[src/rtl/sipo_deserializer_if.sv]
// Serial-in and parallel-out handshake bundle for sipo_deserializer.
// The master side feeds bits and accepts words; the slave side is the deserializer.
interface sipo_deserializer_if #(
  parameter int unsigned WIDTH = 8
);
  logic             serial_in;
  logic             serial_valid;
  logic [WIDTH-1:0] parallel_out;
  logic             parallel_valid;
  logic             parallel_ready;

  modport master (
    output serial_in,
    output serial_valid,
    output parallel_ready,
    input  parallel_out,
    input  parallel_valid
  );

  modport slave (
    input  serial_in,
    input  serial_valid,
    input  parallel_ready,
    output parallel_out,
    output parallel_valid
  );
endinterface

[src/rtl/sipo_deserializer.sv]
// Serial-in parallel-out receiver: assembles WIDTH-bit words from a qualified bit
// stream and presents them through a valid/ready holding register with sticky overrun.
module sipo_deserializer #(
  parameter int unsigned WIDTH     = 8,
  parameter bit          LSB_FIRST = 1'b1
) (
  input  logic                     clk,
  input  logic                     reset_n,
  sipo_deserializer_if.slave       bus,
  input  logic                     sync_clear,
  output logic                     overrun,
  input  logic                     overrun_clear,
  output logic [$clog2(WIDTH)-1:0] bit_count,
  output logic                     busy
);
  localparam int unsigned CW = $clog2(WIDTH);
  localparam logic [CW-1:0] LAST_BIT = CW'(WIDTH - 1);

  logic [WIDTH-1:0] shift_q;
  logic [WIDTH-1:0] shift_next;
  logic [WIDTH-1:0] hold_q;
  logic             hold_valid_q;
  logic             accept;
  logic             complete;
  logic             drain;
  logic             load;

  always_comb begin
    shift_next = shift_q;
    if (LSB_FIRST) begin
      shift_next = {bus.serial_in, shift_q[WIDTH-1:1]};
    end else begin
      shift_next = {shift_q[WIDTH-2:0], bus.serial_in};
    end
  end

  assign accept   = bus.serial_valid && !sync_clear;
  assign complete = accept && (bit_count == LAST_BIT);
  assign drain    = hold_valid_q && bus.parallel_ready;
  // The holding register can take a new word if empty or emptying this edge.
  assign load     = complete && (!hold_valid_q || bus.parallel_ready);

  always_ff @(posedge clk or negedge reset_n) begin
    if (!reset_n) begin
      shift_q   <= '0;
      bit_count <= '0;
    end else if (sync_clear) begin
      shift_q   <= '0;
      bit_count <= '0;
    end else if (bus.serial_valid) begin
      shift_q   <= shift_next;
      bit_count <= complete ? '0 : bit_count + CW'(1);
    end
  end

  always_ff @(posedge clk or negedge reset_n) begin
    if (!reset_n) begin
      hold_q       <= '0;
      hold_valid_q <= 1'b0;
    end else if (load) begin
      hold_q       <= shift_next;
      hold_valid_q <= 1'b1;
    end else if (drain) begin
      hold_valid_q <= 1'b0;
    end
  end

  always_ff @(posedge clk or negedge reset_n) begin
    if (!reset_n) begin
      overrun <= 1'b0;
    end else if (complete && !load) begin
      overrun <= 1'b1;
    end else if (overrun_clear) begin
      overrun <= 1'b0;
    end
  end

  assign bus.parallel_out   = hold_q;
  assign bus.parallel_valid = hold_valid_q;
  assign busy               = (bit_count != '0);
endmodule

[src/flat_wrapper.sv]
// flat-port wrapper written by rule: the top's interface ports become plain ports
module sipo_deserializer_flat 
#(
  parameter int unsigned WIDTH     = 8,
  parameter bit          LSB_FIRST = 1'b1
)
  (clk, reset_n, sync_clear, overrun, overrun_clear, bit_count, busy, bus_serial_in, bus_serial_valid, bus_parallel_ready, bus_parallel_out, bus_parallel_valid);
  sipo_deserializer_if #(.WIDTH(WIDTH)) bus_i ();
  input  logic clk;
  input  logic reset_n;
  input  logic sync_clear;
  output logic overrun;
  input  logic overrun_clear;
  output logic [$clog2(WIDTH)-1:0] bit_count;
  output logic busy;
  input wire logic [$bits(bus_i.serial_in)-1:0] bus_serial_in;
  input wire logic [$bits(bus_i.serial_valid)-1:0] bus_serial_valid;
  input wire logic [$bits(bus_i.parallel_ready)-1:0] bus_parallel_ready;
  output wire logic [$bits(bus_i.parallel_out)-1:0] bus_parallel_out;
  output wire logic [$bits(bus_i.parallel_valid)-1:0] bus_parallel_valid;
  assign bus_i.serial_in = bus_serial_in;
  assign bus_i.serial_valid = bus_serial_valid;
  assign bus_i.parallel_ready = bus_parallel_ready;
  assign bus_parallel_out = bus_i.parallel_out;
  assign bus_parallel_valid = bus_i.parallel_valid;
  sipo_deserializer #(.WIDTH(WIDTH), .LSB_FIRST(LSB_FIRST)) u_core (.clk(clk), .reset_n(reset_n), .bus(bus_i), .sync_clear(sync_clear), .overrun(overrun), .overrun_clear(overrun_clear), .bit_count(bit_count), .busy(busy));
endmodule
[config.mk]
export PLATFORM = sky130hd
export DESIGN_NAME = sipo_deserializer_flat
export DESIGN_NICKNAME = d
export VERILOG_FILES = /design/src/rtl/sipo_deserializer_if.sv /design/src/rtl/sipo_deserializer.sv /design/src/flat_wrapper.sv
export SDC_FILE = /design/constraint.sdc
export NUM_CORES = 1
export LEC_CHECK = 0
export CORE_MARGIN = 2
export CORE_UTILIZATION = 51
export DETAILED_ROUTE_END_ITERATION = 16
export GPL_TIMING_DRIVEN = 0
export PLACE_DENSITY_LB_ADDON = 0.15
export SYNTH_ARGS = -nofsm -noshare
export SYNTH_HDL_FRONTEND = slang
export SYNTH_SLANG_ARGS = --single-unit
[constraint.sdc]
create_clock -name clk -period 4.9 [get_ports clk]
set_clock_uncertainty 0.15 [all_clocks]
set_input_delay 0.98 -clock clk [delete_from_list [all_inputs] [get_ports clk]]
set_output_delay 0.98 -clock clk [all_outputs]
set_load 0.05 [all_outputs]
Word-level counts from Yosys, hierarchy flattened
Cells that the tools add are included.
Storage, ports and cells
  bits in read-only memories: 0
  latch bits: 0
  input bits: 7
  flip-flop bits (word level): 21
  memories kept: 0
  output and inout port bits: 14
  word-level logic and storage cells: 29
  memory bits (writable): 0
Operators by class
  magnitude comparators: 0
  bitwise operators: 0
  equality and inequality tests: 1
  divide/modulo/power cells: 0
  reductions and logical operators: 13
  muxes and demuxes: 9
  shift operators: 0
  $mul: 0
  add/sub/neg operators: 1
Operators by type and width (count)
  $mux W8: 2
  $mux W3: 3
  $reduce_bool A2 Y1: 3
  $logic_and A1 B1 Y1: 5
  $mux W1: 4
  $add A3 B1 Y3 const B: 1
  $eq A3 B3 Y1 const B: 1
  $logic_not A1 Y1: 3
  $reduce_bool A3 Y1: 1
  $logic_or A1 B1 Y1: 1

Logic depth before layout (Yosys ltp)
Gate-level depths: netlist (run 1).
  depth after elaboration: 7
  gate-level depth with buffers: 6
  depth with buffers taken out: 5

Worst setup path before layout (run 1)
OpenSTA, ideal clock, no wires.
  path type: register to output
  from: register u_core.bit_count[0]
  to: output busy
  data required time: 3.770 ns
  data arrival time: 1.314 ns
  buffers on the path: 0
  slack: 2.456 ns
  cell stages (with the launch flop): 4
  cell sequence: dfrtp_1 inv_1 ha_1 nand2b_1
On the way
  word-level cells in the longest chain between the ends: 1
Ends and longest elaborated chain
  from (decl): line sipo_deserializer.sv:13  | output logic [$clog2(WIDTH)-1:0] bit_count,
  from (signal assigned): line sipo_deserializer.sv:52  | bit_count <= complete ? '0 : bit_count + CW'(1);
  $reduce_bool A3 Y1: line sipo_deserializer.sv:80  | assign busy = (bit_count != '0);
  to (decl): line flat_wrapper.sv:15  | output logic busy;
No other way between the ends.

Worst setup path after layout (run 1)
Same ends and word-level chain as after synthesis.

==> results.py, run 1 <==
metrics = {
    "run_status": {
        "status": "complete, no violations",
    },
    "placement": {
        "place_hpwl_um": 1170,
        "gp_congestion": 0.691,
        "numPortBuffers": 20,
    },
    "timing": {
        "setup-tns-final_ns": 0,
        "final-max-slew-violation-count": 0,
        "worstMarginPinSlew_ns": 0.872,
        "rsz0062_at_grt": "no",
        "whs_ns": 0.379,
        "slew_headroom_pct": 41.7,
        "hold_viol_final": 0,
        "fin_crit_sh_pct": 60.3,
        "period_needed_ns": 2.95,
        "fmax_mhz": 339,
        "finalSetupViolCount": 0,
    },
    "setup_path": {
        "cp_max_fo": 5,
        "startpoint_type": "flip-flop",
        "rrSetupSlack_ns": 3.09,
        "crit_arrival_ns": 1.82,
        "crit_required_ns": 3.77,
        "criticalPathCategory": "flip-flop to output pin",
        "critPathCaptureType": "output pin",
    },
    "yosys": {
        "ys_ff_latch": 20,
        "synth_nets": 76,
        "syn_area_um2": 907,
        "avgSynthCellArea_um2": 13.7,
        "netlist_instances": 66,
        "yosysWarnings": 0,
        "yosysSeqAreaShare_pct": 55.2,
        "synth_cell_types": 17,
    },
    "power_and_ir_drop": {
        "power_density_mw_per_mm2": 254,
        "cellLeakagePower_nw": 0.582,
        "power_mw": 0.298,
        "peakVddDrop_mv": 0.224,
    },
    "routing": {
        "avgViaCountPerCell": 4.80,
        "route.detailed.drc": 0,
        "vias": 552,
        "wl_per_cell_um": 13.4,
        "drt_iter0_drc": 7,
        "first_pass_iters": 3,
        "routed_wl_um": 1540,
        "ant_nets": 0,
    },
    "grt": {
        "overflow": 0,
        "grtUsageTotal_pct": 16.6,
        "grt_max_degree": 21,
        "grt_first_pass_wirelength_um": 2480,
        "antenna_found_initial": 0,
        "grt_pass1_vias": 550,
    },
    "clock_network": {
        "numClockSinks": 20,
        "tritoncts": "done",
        "numCtsBuffers": 3,
        "cts_buffer_depth": 2,
        "insertion_delay_ns": 0.29,
        "htree_levels": 1,
        "clk_pin_slew_ns": 0.11,
        "holdBufCountCts": 0,
        "postCtsSetupRepairBufs": 0,
        "cts-resized-gates": 0,
        "root_buffer": "clkbuf_4",
    },
    "cells_and_area": {
        "num_antenna_cells": 0,
        "drive_above_1_share_pct": 18.9,
        "layout.nets": 101,
        "post-route-util_pct": 68.8,
        "most-common-layout-cells": "clkdlybuf4s50_1 (20), dfrtp_1 (20), nor2_1 (9)",
        "area_delta_synth_final_pct": 29.5,
    },
    "floorplan": {
        "initial_utilization_pct": 53.1,
        "io_pins": 21,
        "die_h_um": 46.2,
        "fp-row-count": 15,
        "coreArea_mm2": 0.00171,
        "die_x_um": 46.2,
        "die_area_mm2": 0.00213,
    },
    "job": {
        "maxCapViolations": 0,
    },
    "worst_hold_path": {
        "holdCritPathClass": "flip-flop to flip-flop",
    },
}
## worst max-delay path, stage by stage, from the launching register on
cell and delay (ns):
dfrtp_1 0.43, inv_1 0.06, ha_1 0.19, nand2b_1 0.06, clkdlybuf4s50_1 0.79
## area by class of cell
type	count	area (µm²)
Multi-Input combinational cell	40	373
Sequential cell	20	500
Fill cell	129	533
Tap cell	25	31.3
Clock buffer	4	36.3
Timing Repair Buffer	20	200
Inverter	3	11.3
Buffer	3	22.5
## where the power goes
group / switching (mW) / internal [mW] / total [mW]
clock: 0.0486 / 0.0452 / 0.0938
sequential: 0.00240 / 0.167 / 0.170
combinational: 0.0204 / 0.0145 / 0.0349
## kinds of logic after synthesis
family / synth area share (%)
AOI/OAI and AO/OA: 1.79
buffers and inverters: 3.72
adders and majority gates: 4.14
muxes: 22.1
and+or+nand+nor: 13.1
DFF: 55.2
## Yosys cell counts
cell	n	area (µm²)
dfrtp_1	20	500
nor2_1	9	33.8
mux2_4	8	120
mux2i_1	8	80.1
ha_1	3	37.5
inv_1	3	11.3
nand2b_1	3	18.8
a21oi_1	2	10.0
nand3b_1	2	15.0
buf_4	1	7.51
buf_6	1	11.3
clkbuf_1	1	3.75
nand2_1	1	3.75
nand2b_4	1	13.8
nand3b_4	1	20.0
nor2b_4	1	13.8
o22ai_1	1	6.26
## layer usage
layer / global-route usage, % / share of wire [%] / up-vias
li1: - / - / 269
met1: 22.9 / 44 / 272
met2: 27.8 / 52 / 11
met3: 2.75 / 3.4 / 0
met4: 3.43 / 0 / 0
met5: 0 / 0 / -
## final timing paths
kind	startpoint	to	depth (start not counted)
min reg2reg	u_core.bus.parallel_out[3]	u_core.bus.parallel_out[3]	1
min	u_core.bus.parallel_out[3]	u_core.bus.parallel_out[3]	1
min in group asynchronous	reset_n	u_core.bus.parallel_out[0]	1
max reg2reg	u_core.bit_count[0]	u_core.bus.parallel_out[4]	6
max in group asynchronous	reset_n	u_core.bus.parallel_valid	1
max	u_core.bit_count[0]	busy	4
## state kept, by name (all words and copies together), names as in the netlist
name / count
u_core.bus.parallel_out: 8
u_core.shift_q: 7
u_core.bit_count: 3
u_core.bus.parallel_valid: 1
u_core.overrun: 1
## through the flow
stage,instance area [µm²],instances,worst slack [ns]
2_1_floorplan,907,66,2.46
3_5_place_dp,1140,111,2.27
3_3_place_gp,1140,111,2.28
5_1_grt,1170,115,1.86
6_report,1170,115,1.95
4_1_cts,1170,115,1.93
No activity file was read; power rests on OpenSTA's default activity.
==> inputs of run 2 (changes only) <==
--- a/config.mk
+++ b/config.mk
@@ -6,7 +6,7 @@
 export NUM_CORES = 1
 export LEC_CHECK = 0
 export CORE_MARGIN = 2
-export CORE_UTILIZATION = 51
+export CORE_UTILIZATION = 43
 export DETAILED_ROUTE_END_ITERATION = 16
 export GPL_TIMING_DRIVEN = 0
 export PLACE_DENSITY_LB_ADDON = 0.15
==> constraint.sdc (replaced) <==
create_clock -name clk -period 2.5 [get_ports clk]
set_clock_uncertainty 0.15 [all_clocks]
set_input_delay 0.5 -clock clk [delete_from_list [all_inputs] [get_ports clk]]
set_output_delay 0.5 -clock clk [all_outputs]
set_load 0.05 [all_outputs]
==> run 2 against run 1 <==
Effect of this change: critical path depth is the same; cell count rose by 1.7%; design area up 0.11%; critical path type unchanged.
==> results.py, run 2 (same netlist as run 1, synthesis figures left out) <==
metrics = {
    "routing": {
        "routed_wl_um": 1460,
        "drt_iter0_drc": 2,
        "ant_nets": 0,
        "first_pass_iters": 2,
        "wl_per_cell_um": 12.4,
        "vias": 550,
        "avgViaCountPerCell": 4.70,
        "route.detailed.drc": 0,
    },
    "timing": {
        "setup-tns-final_ns": 0,
        "fmax_mhz": 452,
        "worstMarginPinSlew_ns": 0.844,
        "whs_ns": 0.374,
        "fin_ws_ns": 0.289,
        "period_needed_ns": 2.21,
        "fin_crit_sh_pct": 88.4,
        "hold_viol_final": 0,
        "rsz0062_at_grt": "no",
        "slew_headroom_pct": 43.5,
        "final-max-slew-violation-count": 0,
        "finalSetupViolCount": 0,
    },
    "clock_network": {
        "holdBufCountCts": 0,
        "numCtsBuffers": 3,
        "tritoncts": "done",
        "root_buffer": "clkbuf_4",
        "htree_levels": 1,
        "numClockSinks": 20,
        "cts_buffer_depth": 2,
        "insertion_delay_ns": 0.30,
        "clk_pin_slew_ns": 0.11,
    },
    "cells_and_area": {
        "drive_above_1_share_pct": 18.9,
        "area_delta_synth_final_pct": 29.7,
        "post-route-util_pct": 59.3,
        "fin_area_mm2": 0.00118,
        "layout.nets": 101,
        "largest_register_ffs": 8,
        "area.sequential_um2": 500,
        "stdcell_count": 117,
        "num_antenna_cells": 0,
        "multi_input_area_um2": 373,
        "final_common_cell": "dfrtp_1",
        "fill_cells": 165,
        "most-common-layout-cells": "dfrtp_1 (20), clkdlybuf4s50_1 (19), nor2_1 (9)",
    },
    "run_status": {
        "status": "complete, no violations",
    },
    "setup_path": {
        "criticalPathCategory": "flip-flop to output pin",
        "path_delay_family": "buffers and inverters",
        "cp_max_fo": 5,
        "cpPeakStageDelay_ns": 0.52,
        "crit_required_ns": 1.85,
        "critPathCaptureType": "output pin",
        "crit_arrival_ns": 1.56,
        "crit_path_cell_trace": "inv_1 -> ha_1 -> nand2b_1 -> dlygate4sd2_1",
        "slowest_stage": "dlygate4sd2_1",
        "critical_path_buf_inv_count": 2,
        "startpoint_type": "flip-flop",
    },
    "placement": {
        "place_ws_ns": 0.326,
        "gp_congestion": 0.715,
        "numPortBuffers": 20,
        "post_dp_cell_area_mm2": 0.00114,
        "place_inst": 113,
        "place_hpwl_um": 1030,
    },
    "job": {
        "maxCapViolations": 0,
    },
    "grt": {
        "overflow": 0,
        "grt_pass1_vias": 579,
        "grt_max_degree": 21,
        "grt_first_pass_wirelength_um": 2630,
        "grtUsageTotal_pct": 14.2,
        "antenna_found_initial": 0,
    },
    "worst_hold_path": {
        "holdCritPathClass": "flip-flop to flip-flop",
    },
    "floorplan": {
        "coreArea_mm2": 0.00198,
        "initial_utilization_pct": 45.8,
        "die_x_um": 49.9,
        "die_h_um": 49.9,
        "die_area_mm2": 0.00249,
        "io_pins": 21,
        "fp-row-count": 16,
    },
    "power_and_ir_drop": {
        "power_density_mw_per_mm2": 499,
        "peakVddDrop_mv": 0.361,
        "power_mw": 0.587,
        "cellLeakagePower_nw": 0.585,
    },
}
## run 2: metal layers
| metal | global-route usage [%] | part of all wire (%) | vias to the layer above |
|---|---|---|---|
| met1 | 17.9 | 50 | 268 |
| met3 | 2.73 | 3.2 | 2 |
| li1 | - | - | 268 |
| met2 | 23.8 | 46 | 12 |
| met4 | 5.56 | 1.0 | 0 |
| met5 | 0 | 0 | - |
## run 2: worst reg2reg max path, stage by stage (launching register included)
cell and delay, ns:
dfrtp_1 0.43, ha_1 0.17, ha_1 0.24, nand3b_4 0.12
nor2b_4 0.12, buf_6 0.16, mux2_4 0.31
## run 2: final timing paths
path | from | slack, ns | cells past startpoint | end
worst max-delay path | u_core.bit_count[0] | 0.29 | 4 | busy
worst min-delay path | u_core.bus.parallel_out[1] | 0.37 | 1 | u_core.bus.parallel_out[1]
worst max register to register | u_core.bit_count[0] | 0.70 | 6 | u_core.bus.parallel_out[2]
worst min register to register | u_core.bus.parallel_out[1] | 0.37 | 1 | u_core.bus.parallel_out[1]
max in group asynchronous | reset_n | 1.16 | 1 | u_core.bit_count[0]
min in group asynchronous | reset_n | 0.52 | 1 | u_core.shift_q[4]
## run 2: area by class of cell
class | count | area share, %
buffer | 3 | 1.91
sequential | 20 | 42.6
multi-input combinational | 40 | 31.7
inverter | 3 | 0.957
timing repair buffer | 20 | 16.9
tap | 27 | 2.87
clock buffer | 4 | 3.09
## run 2: timing repair
action | CTS | global route
resized for setup | 1 | 0
buffers inserted | 0 | 0
setup endpoints to repair | 1 | 0
## run 2: power breakdown
| part | internal, mW | switching, mW |
|---|---|---|
| Sequential | 0.328 | 0.00481 |
| Clock | 0.0887 | 0.0977 |
| Combinational | 0.0272 | 0.0405 |
| Total | 0.444 | 0.143 |
==> inputs of run 3 (changes only) <==
--- a/config.mk
+++ b/config.mk
@@ -9,7 +9,7 @@
 export CORE_UTILIZATION = 43
 export DETAILED_ROUTE_END_ITERATION = 16
 export GPL_TIMING_DRIVEN = 0
-export PLACE_DENSITY_LB_ADDON = 0.15
+export PLACE_DENSITY = 0.83
 export SYNTH_ARGS = -nofsm -noshare
 export SYNTH_HDL_FRONTEND = slang
 export SYNTH_SLANG_ARGS = --single-unit
==> run 3 against run 2 <==
Effect of this change: cell count fell by 0.85%; largest power group unchanged; highest routed layer unchanged; sequential share of layout area grew 0.37 points; design area is 0.85% lower; routed wire length increased by 7.1%; power decreased by 6.1%; combinational power up 2%; clock power is 19% lower.
==> results.py, run 3 (same netlist as run 1, synthesis figures left out) <==
metrics = {
    "run_status": {
        "status": "complete, no violations",
    },
    "setup_path": {
        "startpoint_type": "flip-flop",
        "crit_arrival_ns": 1.54,
        "crit_required_ns": 1.85,
        "criticalPathCategory": "flip-flop to output pin",
        "path_delay_family": "buffers and inverters",
        "cpPeakStageDelay_ns": 0.82,
        "cp_max_fo": 4,
        "crit_path_cell_trace": "clkdlybuf4s50_1",
        "slowest_stage": "clkdlybuf4s50_1",
        "critPathCaptureType": "output pin",
        "critical_path_buf_inv_count": 1,
    },
    "clock_network": {
        "insertion_delay_ns": 0.30,
        "clk_pin_slew_ns": 0.11,
        "root_buffer": "clkbuf_4",
        "numCtsBuffers": 3,
        "numClockSinks": 20,
        "tritoncts": "done",
        "htree_levels": 1,
        "cts_buffer_depth": 2,
    },
    "timing": {
        "worstMarginPinSlew_ns": 0.872,
        "period_needed_ns": 2.19,
        "setup-tns-final_ns": 0,
        "rsz0062_at_grt": "no",
        "slew_headroom_pct": 41.7,
        "fmax_mhz": 457,
        "whs_ns": 0.371,
        "fin_ws_ns": 0.311,
        "fin_crit_sh_pct": 87.5,
        "hold_viol_final": 0,
        "finalSetupViolCount": 0,
        "final-max-slew-violation-count": 0,
    },
    "grt": {
        "grtUsageTotal_pct": 14.5,
        "grt_first_pass_wirelength_um": 2700,
        "overflow": 0,
        "grt_pass1_vias": 600,
        "grt_max_degree": 21,
        "antenna_found_initial": 0,
    },
    "floorplan": {
        "die_h_um": 49.9,
        "fp-row-count": 16,
        "die_area_mm2": 0.00249,
        "coreArea_mm2": 0.00198,
        "io_pins": 21,
        "initial_utilization_pct": 45.8,
        "die_x_um": 49.9,
    },
    "placement": {
        "gp_congestion": 0.688,
        "place_inst": 113,
        "place_ws_ns": 0.357,
        "numPortBuffers": 20,
        "post_dp_cell_area_mm2": 0.00114,
        "place_hpwl_um": 1130,
    },
    "routing": {
        "vias": 576,
        "drt-met1-wl_um": 694,
        "avgViaCountPerCell": 4.97,
        "ant_nets": 0,
        "met2_length_um": 790,
        "dr_wl_met3_um": 38,
        "first_pass_iters": 4,
        "drt_iter0_drc": 5,
        "routed.top_layer": "met4",
        "wl_per_cell_um": 13.4,
        "route.detailed.drc": 0,
        "routed_wl_um": 1560,
    },
    "cells_and_area": {
        "num_antenna_cells": 0,
        "most-common-layout-cells": "dfrtp_1 (20), clkdlybuf4s50_1 (19), nor2_1 (9)",
        "stdcell_count": 116,
        "fill_cells": 174,
        "layout.nets": 101,
        "final_common_cell": "dfrtp_1",
        "area_delta_synth_final_pct": 28.6,
        "largest_register_ffs": 8,
        "fin_area_mm2": 0.00117,
        "post-route-util_pct": 58.8,
        "drive_above_1_share_pct": 18.0,
    },
    "power_and_ir_drop": {
        "power_mw": 0.551,
        "power_density_mw_per_mm2": 473,
        "cellLeakagePower_nw": 0.587,
        "peakVddDrop_mv": 0.334,
    },
    "job": {
        "maxCapViolations": 0,
    },
    "worst_hold_path": {
        "holdCritPathClass": "flip-flop to flip-flop",
    },
}
## run 3: repair_timing
action	4_1_cts	5_1_grt
hold buffers	0	0
setup endpoints to repair	0	1
buffers inserted	0	0
gates resized for setup	0	1
## run 3: metal layers
layer | global-route usage (%) | up-vias
met5 | 0 | -
met4 | 8.33 | 0
met1 | 18.6 | 292
met3 | 1.82 | 5
li1 | - | 264
met2 | 23.6 | 15
## run 3: worst paths after layout
check,startpoint,to,slack [ns],cells past startpoint
max in group asynchronous,reset_n,u_core.bus.parallel_out[3],1.13,1
worst max register to register,u_core.bit_count[0],u_core.bus.parallel_out[2],0.69,6
min in group asynchronous,reset_n,u_core.bus.parallel_out[5],0.53,1
worst max-delay path,u_core.bit_count[2],bit_count[2],0.31,1
worst min register to register,u_core.bus.parallel_out[5],u_core.bus.parallel_out[5],0.37,1
worst min-delay path,u_core.bus.parallel_out[5],u_core.bus.parallel_out[5],0.37,1
## run 3: cell type report
cell class	count	area [µm²]	share of cell area (%)
sequential	20	500	42.9
multi-input combinational	40	373	32.0
timing repair buffer	20	203	17.4
tap	27	33.8	2.90
clock buffer	3	22.5	1.93
buffer	3	22.5	1.93
inverter	3	11.3	0.966
## run 3: power by group
group	internal (mW)	switching [mW]	total (mW)
registers	0.328	0.00469	0.333
logic	0.0283	0.0406	0.0689
clock network	0.0562	0.0936	0.150
